File: src/rtl/credit_packet_allocator_if.sv
// Purpose : request/grant/credit bundle between the input ports and one
//           router output-port allocator.
// Signals : Req/Tail/Credit_in  - from input ports and downstream credit return
//           Grant/Valid_out     - per-input flit grant and downstream write strobe
//           Xbar_sel            - registered one-hot crossbar owner select
//           Credit_cnt/Busy/Err - credit count, packet-lock and overflow status
interface credit_packet_allocator_if #(
   parameter int unsigned CW = 4
);
   logic [4:0]    Req;
   logic [4:0]    Tail;
   logic          Credit_in;
   logic [4:0]    Grant;
   logic [4:0]    Xbar_sel;
   logic          Valid_out;
   logic [CW-1:0] Credit_cnt;
   logic          Busy;
   logic          Err;

   // Requester / credit-source side
   modport master (
      output Req, Tail, Credit_in,
      input  Grant, Xbar_sel, Valid_out, Credit_cnt, Busy, Err
   );

   // Allocator side
   modport slave (
      input  Req, Tail, Credit_in,
      output Grant, Xbar_sel, Valid_out, Credit_cnt, Busy, Err
   );
endinterface

File: src/rtl/credit_packet_allocator.sv
// Purpose : output-port allocator for a 5-port mesh router. Locks the output
//           to one input (N,E,W,S,L) for a whole packet, round-robin between
//           packets, and gates each flit on downstream credits.
// Ports   : clk  - clock
//           rst  - synchronous active-high reset
//           bus  - credit_packet_allocator_if.slave (Req, Tail, Credit_in in;
//                  Grant, Xbar_sel, Valid_out, Credit_cnt, Busy, Err out)
module credit_packet_allocator #(
   parameter int unsigned CREDITS = 4,
   parameter int unsigned CW      = 4
) (
   input  logic                       clk,
   input  logic                       rst,
   credit_packet_allocator_if.slave   bus
);

   localparam int unsigned NPORTS = 5;

   typedef enum logic {IDLE = 1'b0, LOCKED = 1'b1} state_t;

   state_t        r_state;
   state_t        w_state_nxt;
   logic [2:0]    r_owner;
   logic [2:0]    r_rr_ptr;
   logic [4:0]    r_xbar_sel;
   logic [CW-1:0] r_credit;
   logic          r_err;

   logic [2:0]    w_winner;
   logic          w_found;
   logic [4:0]    w_grant;
   logic          w_send;
   logic          w_tail_done;

   // Round-robin search starting at r_rr_ptr, wrapping mod 5
   always_comb begin
      w_winner = '0;
      w_found  = 1'b0;
      for (int k = 0; k < int'(NPORTS); k++) begin
         int idx;
         idx = (int'(r_rr_ptr) + k) % int'(NPORTS);
         if (!w_found && bus.Req[3'(idx)]) begin
            w_found  = 1'b1;
            w_winner = 3'(idx);
         end
      end
   end

   // FSM state register
   always_ff @(posedge clk) begin
      if (rst) r_state <= IDLE;
      else     r_state <= w_state_nxt;
   end

   // FSM next state
   always_comb begin
      w_state_nxt = r_state;
      case (r_state)
         IDLE:    if (|bus.Req)   w_state_nxt = LOCKED;
         LOCKED:  if (w_tail_done) w_state_nxt = IDLE;
         default: w_state_nxt = IDLE;
      endcase
   end

   // FSM output: grant only the owner, only on the registered credit count
   always_comb begin
      w_grant = '0;
      if (!rst && (r_state == LOCKED) && bus.Req[r_owner] && (r_credit != '0))
         w_grant[r_owner] = 1'b1;
   end

   assign w_send      = |w_grant;
   assign w_tail_done = w_send && bus.Tail[r_owner];

   // Owner capture, crossbar select and round-robin pointer
   always_ff @(posedge clk) begin
      if (rst) begin
         r_owner    <= '0;
         r_rr_ptr   <= 3'd4;
         r_xbar_sel <= '0;
      end else begin
         if ((r_state == IDLE) && w_found) begin
            r_owner    <= w_winner;
            r_xbar_sel <= 5'b00001 << w_winner;
         end
         if (w_tail_done) begin
            r_rr_ptr   <= (r_owner == 3'd4) ? 3'd0 : r_owner + 3'd1;
            r_xbar_sel <= '0;
         end
      end
   end

   // Credit counter; a return at full count is an overflow and is dropped
   always_ff @(posedge clk) begin
      if (rst) begin
         r_credit <= CW'(CREDITS);
         r_err    <= 1'b0;
      end else begin
         case ({w_send, bus.Credit_in})
            2'b10:   r_credit <= r_credit - CW'(1);
            2'b01: begin
               if (r_credit == CW'(CREDITS)) r_err    <= 1'b1;
               else                          r_credit <= r_credit + CW'(1);
            end
            default: ;
         endcase
      end
   end

   assign bus.Grant      = w_grant;
   assign bus.Valid_out  = w_send;
   assign bus.Xbar_sel   = r_xbar_sel;
   assign bus.Credit_cnt = r_credit;
   assign bus.Busy       = (r_state == LOCKED);
   assign bus.Err        = r_err;

endmodule
File: src/flat_wrapper.sv
// flat-port wrapper written by rule: the top's interface ports become plain ports
module credit_packet_allocator_flat 
#(
   parameter int unsigned CREDITS = 4,
   parameter int unsigned CW      = 4
)
  (clk, rst, bus_Req, bus_Tail, bus_Credit_in, bus_Grant, bus_Xbar_sel, bus_Valid_out, bus_Credit_cnt, bus_Busy, bus_Err);
  credit_packet_allocator_if #(.CW(CW)) bus_i ();
  input  logic clk;
  input  logic rst;
  input wire logic [$bits(bus_i.Req)-1:0] bus_Req;
  input wire logic [$bits(bus_i.Tail)-1:0] bus_Tail;
  input wire logic [$bits(bus_i.Credit_in)-1:0] bus_Credit_in;
  output wire logic [$bits(bus_i.Grant)-1:0] bus_Grant;
  output wire logic [$bits(bus_i.Xbar_sel)-1:0] bus_Xbar_sel;
  output wire logic [$bits(bus_i.Valid_out)-1:0] bus_Valid_out;
  output wire logic [$bits(bus_i.Credit_cnt)-1:0] bus_Credit_cnt;
  output wire logic [$bits(bus_i.Busy)-1:0] bus_Busy;
  output wire logic [$bits(bus_i.Err)-1:0] bus_Err;
  assign bus_i.Req = bus_Req;
  assign bus_i.Tail = bus_Tail;
  assign bus_i.Credit_in = bus_Credit_in;
  assign bus_Grant = bus_i.Grant;
  assign bus_Xbar_sel = bus_i.Xbar_sel;
  assign bus_Valid_out = bus_i.Valid_out;
  assign bus_Credit_cnt = bus_i.Credit_cnt;
  assign bus_Busy = bus_i.Busy;
  assign bus_Err = bus_i.Err;
  credit_packet_allocator #(.CREDITS(CREDITS), .CW(CW)) u_core (.clk(clk), .rst(rst), .bus(bus_i));
endmodule
File: config.mk
export PLATFORM = sky130hd
export DESIGN_NAME = credit_packet_allocator_flat
export DESIGN_NICKNAME = d
export VERILOG_FILES = /design/src/rtl/credit_packet_allocator_if.sv /design/src/rtl/credit_packet_allocator.sv /design/src/flat_wrapper.sv
export SDC_FILE = /design/constraint.sdc
export NUM_CORES = 1
export LEC_CHECK = 0
export BUFFER_PORTS_ARGS = -buffer_cell sky130_fd_sc_hd__buf_4
export CAP_MARGIN = 20
export CORE_MARGIN = 8
export CORE_UTILIZATION = 40
export DETAILED_ROUTE_END_ITERATION = 8
export GPL_TIMING_DRIVEN = 0
export PLACE_DENSITY = 0.64
export SKIP_CTS_REPAIR_TIMING = 1
export SLEW_MARGIN = 20
export SYNTH_ARGS = -nofsm -noshare
export SYNTH_HDL_FRONTEND = slang
export SYNTH_SLANG_ARGS = --single-unit
File: constraint.sdc
create_clock -name clk -period 8.8 [get_ports clk]
set_input_delay 2.2 -clock clk [delete_from_list [all_inputs] [get_ports clk]]
set_output_delay 2.2 -clock clk [all_outputs]
set_load 0.05 [all_outputs]
==> impl_metrics.env, run 1 <==
export IMPL_drc=0
export IMPL_cts_sinks=17
export IMPL_fin_tns_setup_ns=0
export IMPL_cts_htree_levels=1
export IMPL_final_area_um2=3190
export IMPL_routedWlPerCell_um=16.6
export IMPL_grt_pass1_wl_um=13600
export IMPL_fillCellCount=712
export IMPL_cts_buffers=3
export IMPL_slew_violations=0
export IMPL_crit_required_ns=6.60
export IMPL_grt_start_max_net_pins=11
export IMPL_fin_crit_ns=6.40
export IMPL_grt_ovfl_total=0
export IMPL_seq_area_frac_synth=0.121
export IMPL_syn_nets=406
export IMPL_design_die_area_um2=9960
export IMPL_ys_warnings_count=0
export IMPL_final_net_count=439
export IMPL_synth_distinct_cells=77
export IMPL_p_leak_uw=0.00133
export IMPL_root_buffer="clkbuf_8"
export IMPL_ios=30
export IMPL_start_kind="primary input"
export IMPL_antenna_found_initial=0
export IMPL_clockBufferDepth=2
export IMPL_initial_core_util=0.413
export IMPL_vias_per_cell=6.00
export IMPL_die_w_um=99.8
export IMPL_place_gp_congestion=0.938
export IMPL_place_hpwl_um=6410
export IMPL_die_h_um=99.8
export IMPL_synth_seq_cells=17
export IMPL_synth_edf_count=0
export IMPL_cp_max_fo=10
export IMPL_setup_ws_ns=2.40
export IMPL_final_common_cell="nor2_1"
export IMPL_postSynthAreaPerCell_um2=7.65
export IMPL_ys_async_sr_fraction=0
export IMPL_dp_slack_ns=2.41
export IMPL_power_switching_uw=422
export IMPL_finalCritPeriodShare=0.727
export IMPL_syn_area_um2=2810
export IMPL_internal_power_uw=376
export IMPL_layout_drive_gt1_share=0.163
export IMPL_crit_arrival_ns=4.20
export IMPL_max_freq_mhz=156
export IMPL_p_sw_frac=0.529
export IMPL_p_clk_frac=0.072
export IMPL_clk_latency_ns=0.25
export IMPL_grt_pass1_vias=2847
export IMPL_grt_setup_unrepaired="no"
export IMPL_crit_type="primary input to primary output"
export IMPL_io_buffers=28
export IMPL_cts_tree="yes"
export IMPL_timing_max_cap_violations=0
export IMPL_drt_total_wl_um=8240
export IMPL_skew_ns=0.00299
export IMPL_status="completed"
export IMPL_powerDensity_nw_per_um2=250
export IMPL_drt_iter0_markers=231
export IMPL_seqPwrFrac=0.145
export IMPL_n_antenna_cell=0
export IMPL_layout_common_cells="nor2_1 (31), buf_4 (29), nand2_1 (25), ha_1 (25), inv_1 (21)"
export IMPL_ant_nets=0
export IMPL_vias=2968
export IMPL_placed_area_um2=3140
export IMPL_end_kind="primary output"
export IMPL_track_usage=0.164
export IMPL_vdd_drop_max_v=0.000156
export IMPL_power_frac_comb=0.783
export IMPL_max_slew_margin_rel=0.504
export IMPL_synth_top_flop_cell="dfxtp_1"
export IMPL_tightestPinTransition_ns=0.740
export IMPL_clk_pin_slew_ns=0.07
export IMPL_hold_viol_final=0
export IMPL_syn2layout_area_growth_pct=13.4
export IMPL_hp_class="register to register"
export IMPL_first_pass_iters=5
export IMPL_setup_violations=0
export IMPL_synth_cells=367
export IMPL_core_um2=6790
export IMPL_rows=30
synth_stat cells, drive strengths merged (3+ instances only):
cell	instances	share of area
nor2b	6	0.016
a21oi	22	0.042
nor4	6	0.013
dfxtp	17	0.12
mux2i	13	0.046
clkbuf	15	0.020
buf	10	0.018
mux2	6	0.025
o211a	4	0.014
ha	25	0.11
a21o	3	0.0080
a31oi	4	0.014
nand3b	8	0.021
a32o	3	0.011
or3	4	0.0089
a311oi	3	0.0094
nor3	11	0.020
o31ai	3	0.0080
nand3	7	0.012
or2	4	0.0089
a21boi	3	0.0080
nand2	25	0.033
a211o	3	0.0094
a211oi	6	0.016
o211ai	6	0.016
nand2b	10	0.022
o21a	5	0.013
mux4	4	0.032
xnor2	7	0.022
nor2	31	0.041
o221ai	5	0.016
nor3b	4	0.011
o21ai	18	0.033
nand4	3	0.0067
inv	23	0.032
a22oi	5	0.018
per-stage QoR:
step	instances	util	hold slack, ns	power, uW
after floorplan	367	-	0.658	599
after global placement	491	0.462	0.442	724
after detailed placement	491	0.462	0.446	732
after CTS	495	0.469	0.456	795
after global routing	495	0.469	0.474	861
final	495	0.469	0.449	798
final timing paths:
path	start	endpoint	slack, ns	depth (start not counted)
max reg2reg	u_core.r_rr_ptr[0]	u_core.bus.Xbar_sel[0]	2.41	23
min	u_core.bus.Xbar_sel[3]	u_core.bus.Xbar_sel[3]	0.45	2
max	bus_Req[3]	bus_Grant[4]	2.40	10
min reg2reg	u_core.bus.Xbar_sel[3]	u_core.bus.Xbar_sel[3]	0.45	2
sequential cells by signal, indices dropped and copies added (netlist names):
| signal | cells |
|---|---|
| u_core.bus.Xbar_sel | 5 |
| u_core.bus.Busy | 1 |
| u_core.bus.Credit_cnt | 4 |
| u_core.r_rr_ptr | 3 |
| u_core.bus.Err | 1 |
| u_core.r_owner | 3 |
routing by layer:
layer / up-vias / wire length (um) / track usage
li1: 1452 / - / -
met1: 1380 / 3740 / 0.205
met2: 118 / 3800 / 0.279
met3: 18 / 448 / 0.0138
met4: 0 / 242 / 0.0687
met5: - / 0 / 0
power groups by stage:
stage	logic [uW]	registers, uW	clock network [uW]
floorplan	443	157	0
global placement	608	116	0
detailed placement	615	117	0
CTS	620	115	59.5
global route	681	118	62.9
finish	625	116	57.3
logic make-up (layout without fill, tap and decap cells):
| kind of cell | after synthesis | after routing | synth area share |
|---|---|---|---|
| AOI/OAI and AO/OA | 117 | 117 | 0.316 |
| xor gates and xnor gates | 8 | 8 | 0.0316 |
| adders and majority gates | 26 | 26 | 0.118 |
| buffers and inverters | 48 | 80 | 0.0695 |
| DFF | 17 | 17 | 0.121 |
| muxes | 23 | 23 | 0.104 |
| and+or+nand+nor | 128 | 128 | 0.240 |
layout make-up:
type | instances | area [um2] | share of cell area
multi-input cells | 302 | 2270 | 0.714
flip-flops and latches | 17 | 340 | 0.107
repair buffers | 28 | 210 | 0.0660
well taps | 96 | 120 | 0.0377
plain buffers | 25 | 106 | 0.0334
inverters | 23 | 88.8 | 0.0279
clock buffers | 3 | 41.3 | 0.0130
clock inverters | 1 | 5.00 | 0.00157
worst max-delay path, cell delays in order:
cell and delay [ns]:
buf_4 0.12, clkbuf_1 0.24, mux2_2 0.33, a22oi_1 0.18, nor2_1 0.05, o21ai_0 0.23, clkbuf_1 0.36, inv_1 0.10
and3_1 0.20, buf_4 0.18
Power figures use the tool's default switching activity.
==> run 2: changes to the inputs <==
--- a/config.mk
+++ b/config.mk
@@ -5,13 +5,14 @@
 export SDC_FILE = /design/constraint.sdc
 export NUM_CORES = 1
 export LEC_CHECK = 0
+export ABC_AREA = 1
 export BUFFER_PORTS_ARGS = -buffer_cell sky130_fd_sc_hd__buf_4
 export CAP_MARGIN = 20
 export CORE_MARGIN = 8
 export CORE_UTILIZATION = 40
 export DETAILED_ROUTE_END_ITERATION = 8
 export GPL_TIMING_DRIVEN = 0
-export PLACE_DENSITY = 0.64
+export PLACE_DENSITY = 0.67
 export SKIP_CTS_REPAIR_TIMING = 1
 export SLEW_MARGIN = 20
 export SYNTH_ARGS = -nofsm -noshare
==> constraint.sdc (replaced) <==
create_clock -name clk -period 5.3 [get_ports clk]
set_input_delay 1.325 -clock clk [delete_from_list [all_inputs] [get_ports clk]]
set_output_delay 1.325 -clock clk [all_outputs]
set_load 0.05 [all_outputs]
==> run 2 against run 1 <==
Synthesized cell count grew 7.1%. Critical endpoint is now u_core.bus.Xbar_sel[1]. Cell count rose by 1.2%. First-iteration DRC count is 38% lower. Count of clock-buffer cells in the layout up 1.
==> impl_metrics.env, run 2 <==
export IMPL_status="completed"
export IMPL_fin_tns_setup_ns=0
export IMPL_layout_common_cells="nand2_1 (93), inv_1 (55), nand3_1 (40)"
export IMPL_use_met2=0.253
export IMPL_grt_use_met1=0.182
export IMPL_grt_start_max_net_pins=11
export IMPL_dp_slack_ns=1.11
export IMPL_clk_latency_ns=0.25
export IMPL_synth_top_flop_cell="dfxtp_1"
export IMPL_fin_crit_ns=4.22
export IMPL_syn_nets=432
export IMPL_synth_distinct_cells=39
export IMPL_power_frac_comb=0.789
export IMPL_holdPathEnd="u_core.bus.Xbar_sel[3]"
export IMPL_p_leak_uw=0.00153
export IMPL_holdPathStages=2
export IMPL_io_buffers=29
export IMPL_cts_sinks=17
export IMPL_r2r_setup_slack_ns=1.08
export IMPL_setup_violations=0
export IMPL_hold_viol_final=0
export IMPL_initial_core_util=0.417
export IMPL_drt_total_wl_um=6300
export IMPL_vias=2592
export IMPL_ios=30
export IMPL_grt_ovfl_total=0
export IMPL_grt_util_met3=0.0222
export IMPL_design_die_area_um2=8980
export IMPL_die_h_um=94.8
export IMPL_synthTopCellsByCount="nand2_1 (93), inv_1 (55), nand3_1 (40), nor2_1 (27), ha_1 (25)"
export IMPL_synth_cells=393
export IMPL_syn_area_um2=2480
export IMPL_crit_arrival_ns=4.40
export IMPL_synth_edf_count=0
export IMPL_synth_seq_cells=17
export IMPL_first_pass_iters=4
export IMPL_ant_nets=0
export IMPL_hp_class="register to register"
export IMPL_powerDensity_nw_per_um2=537
export IMPL_seq_area_frac_synth=0.137
export IMPL_n_antenna_cell=0
export IMPL_final_area_um2=2840
export IMPL_p_sw_frac=0.598
export IMPL_crit_required_ns=5.48
export IMPL_place_gp_congestion=0.890
export IMPL_seqPwrFrac=0.147
export IMPL_tightestPinTransition_ns=0.416
export IMPL_routedWlPerCell_um=12.6
export IMPL_yosysTopAreaCell="nand2_1"
export IMPL_synth_top_cell_area_share=0.141
export IMPL_slew_violations=0
export IMPL_crit_type="register to register"
export IMPL_internal_power_uw=612
export IMPL_skew_ns=0.00301
export IMPL_p_clk_frac=0.064
export IMPL_setup_ws_ns=1.08
export IMPL_power_switching_uw=912
export IMPL_die_w_um=94.8
export IMPL_cts_htree_levels=1
export IMPL_r2r_end="u_core.bus.Xbar_sel[1]"
export IMPL_cts_buffers=3
export IMPL_layout_drive_gt1_share=0.218
export IMPL_vdd_drop_max_v=0.000354
export IMPL_cts_tree="yes"
export IMPL_end_kind="register"
export IMPL_rows=28
export IMPL_ys_async_sr_fraction=0
export IMPL_grt_pass1_wl_um=10900
export IMPL_r2r_cells=26
export IMPL_cp_max_fo=10
export IMPL_antenna_found_initial=0
export IMPL_path_common_cell="nand2_1"
export IMPL_largest_reg_flops=5
export IMPL_grt_setup_unrepaired="no"
export IMPL_ys_warnings_count=0
export IMPL_postSynthAreaPerCell_um2=6.32
export IMPL_final_common_cell="nand2_1"
export IMPL_vias_per_cell=5.17
export IMPL_start_kind="register"
export IMPL_critPathSlowestCell="dfxtp_1"
export IMPL_grt_pass1_vias=2418
export IMPL_syn2layout_area_growth_pct=14.4
export IMPL_drc=0
export IMPL_max_slew_margin_rel=0.721
export IMPL_netlist_top_cells_area="nand2_1 (14%), dfxtp_1 (14%), ha_1 (13%)"
export IMPL_place_hpwl_um=5230
export IMPL_track_usage=0.145
export IMPL_worstReg2RegStart="u_core.r_rr_ptr[0]"
export IMPL_clockBufferDepth=2
export IMPL_timing_max_cap_violations=0
export IMPL_final_net_count=466
export IMPL_clk_pin_slew_ns=0.07
export IMPL_yosysMostFrequentCell="nand2_1"
export IMPL_drt_iter0_markers=143
export IMPL_core_um2=5960
export IMPL_holdCritStartpoint="u_core.bus.Xbar_sel[3]"
export IMPL_finalCritPeriodShare=0.796
export IMPL_busiest_layer="met2"
export IMPL_crit_path_max_incr_delay_ns=0.51
export IMPL_max_freq_mhz=237
export IMPL_root_buffer="clkbuf_8"
export IMPL_placed_area_um2=2790
run 2: worst max-delay path by stage:
| stage | start | endpoint | slack, ns | depth (start not counted) |
|---|---|---|---|---|
| 2_1_floorplan | bus_Req[0] | bus_Grant[4] | 0.73 | 6 |
| 3_3_place_gp | u_core.r_rr_ptr[0] | u_core.bus.Xbar_sel[0] | 1.22 | 27 |
| 3_5_place_dp | u_core.r_rr_ptr[0] | u_core.bus.Xbar_sel[1] | 1.11 | 26 |
| 4_1_cts | u_core.r_rr_ptr[0] | u_core.bus.Xbar_sel[1] | 1.06 | 26 |
| 5_1_grt | u_core.r_rr_ptr[0] | u_core.bus.Xbar_sel[1] | 0.63 | 26 |
| 6_report | u_core.r_rr_ptr[0] | u_core.bus.Xbar_sel[1] | 1.08 | 26 |
run 2: area by class of cell:
cell class	instances	area, um2
Timing Repair Buffer	29	218
Sequential cell	17	340
Fill cell	627	3120
Buffer	4	25.0
Tap cell	75	93.8
Inverter	65	249
Multi-Input combinational cell	307	1870
Clock buffer	4	45.0
run 2: through the flow:
stage / total power, uW / hold slack (ns) / util / std cells
after global placement: 1400 / 0.458 / 0.469 / 497
final: 1520 / 0.466 / 0.477 / 501
after CTS: 1530 / 0.469 / 0.477 / 501
after global routing: 1680 / 0.480 / 0.477 / 501
after floorplan: 1170 / 0.579 / - / 393
after detailed placement: 1420 / 0.459 / 0.469 / 497
run 2: critical path: cells and delay by family, from the launching register on:
family,cells,cell delay (ns)
buf+inv,6,0.81
flops,1,0.51
compound gates,2,0.42
simple gates,13,1.17
fa+ha+maj,4,0.95
xor+xnor,1,0.28
run 2: metal layers:
layer	vias up	part of all wire
met5	-	0
met4	0	0.0090
met3	5	0.052
met2	53	0.46
met1	1178	0.48
li1	1356	-
run 2: power by group through the flow:
| stage | registers (uW) | logic, uW | clock network [uW] |
|---|---|---|---|
| 6_report | 224 | 1200 | 97.4 |
| 3_5_place_dp | 226 | 1200 | 0 |
| 2_1_floorplan | 324 | 848 | 0 |
| 3_3_place_gp | 224 | 1170 | 0 |
| 4_1_cts | 224 | 1200 | 101 |
| 5_1_grt | 232 | 1350 | 104 |
run 2: kinds of logic after synthesis:
group / Yosys count / synth area share
simple gates: 217 / 0.454
buf+inv: 69 / 0.110
compound gates: 58 / 0.144
fa+ha+maj: 26 / 0.134
flops: 17 / 0.137
xor+xnor: 6 / 0.0212
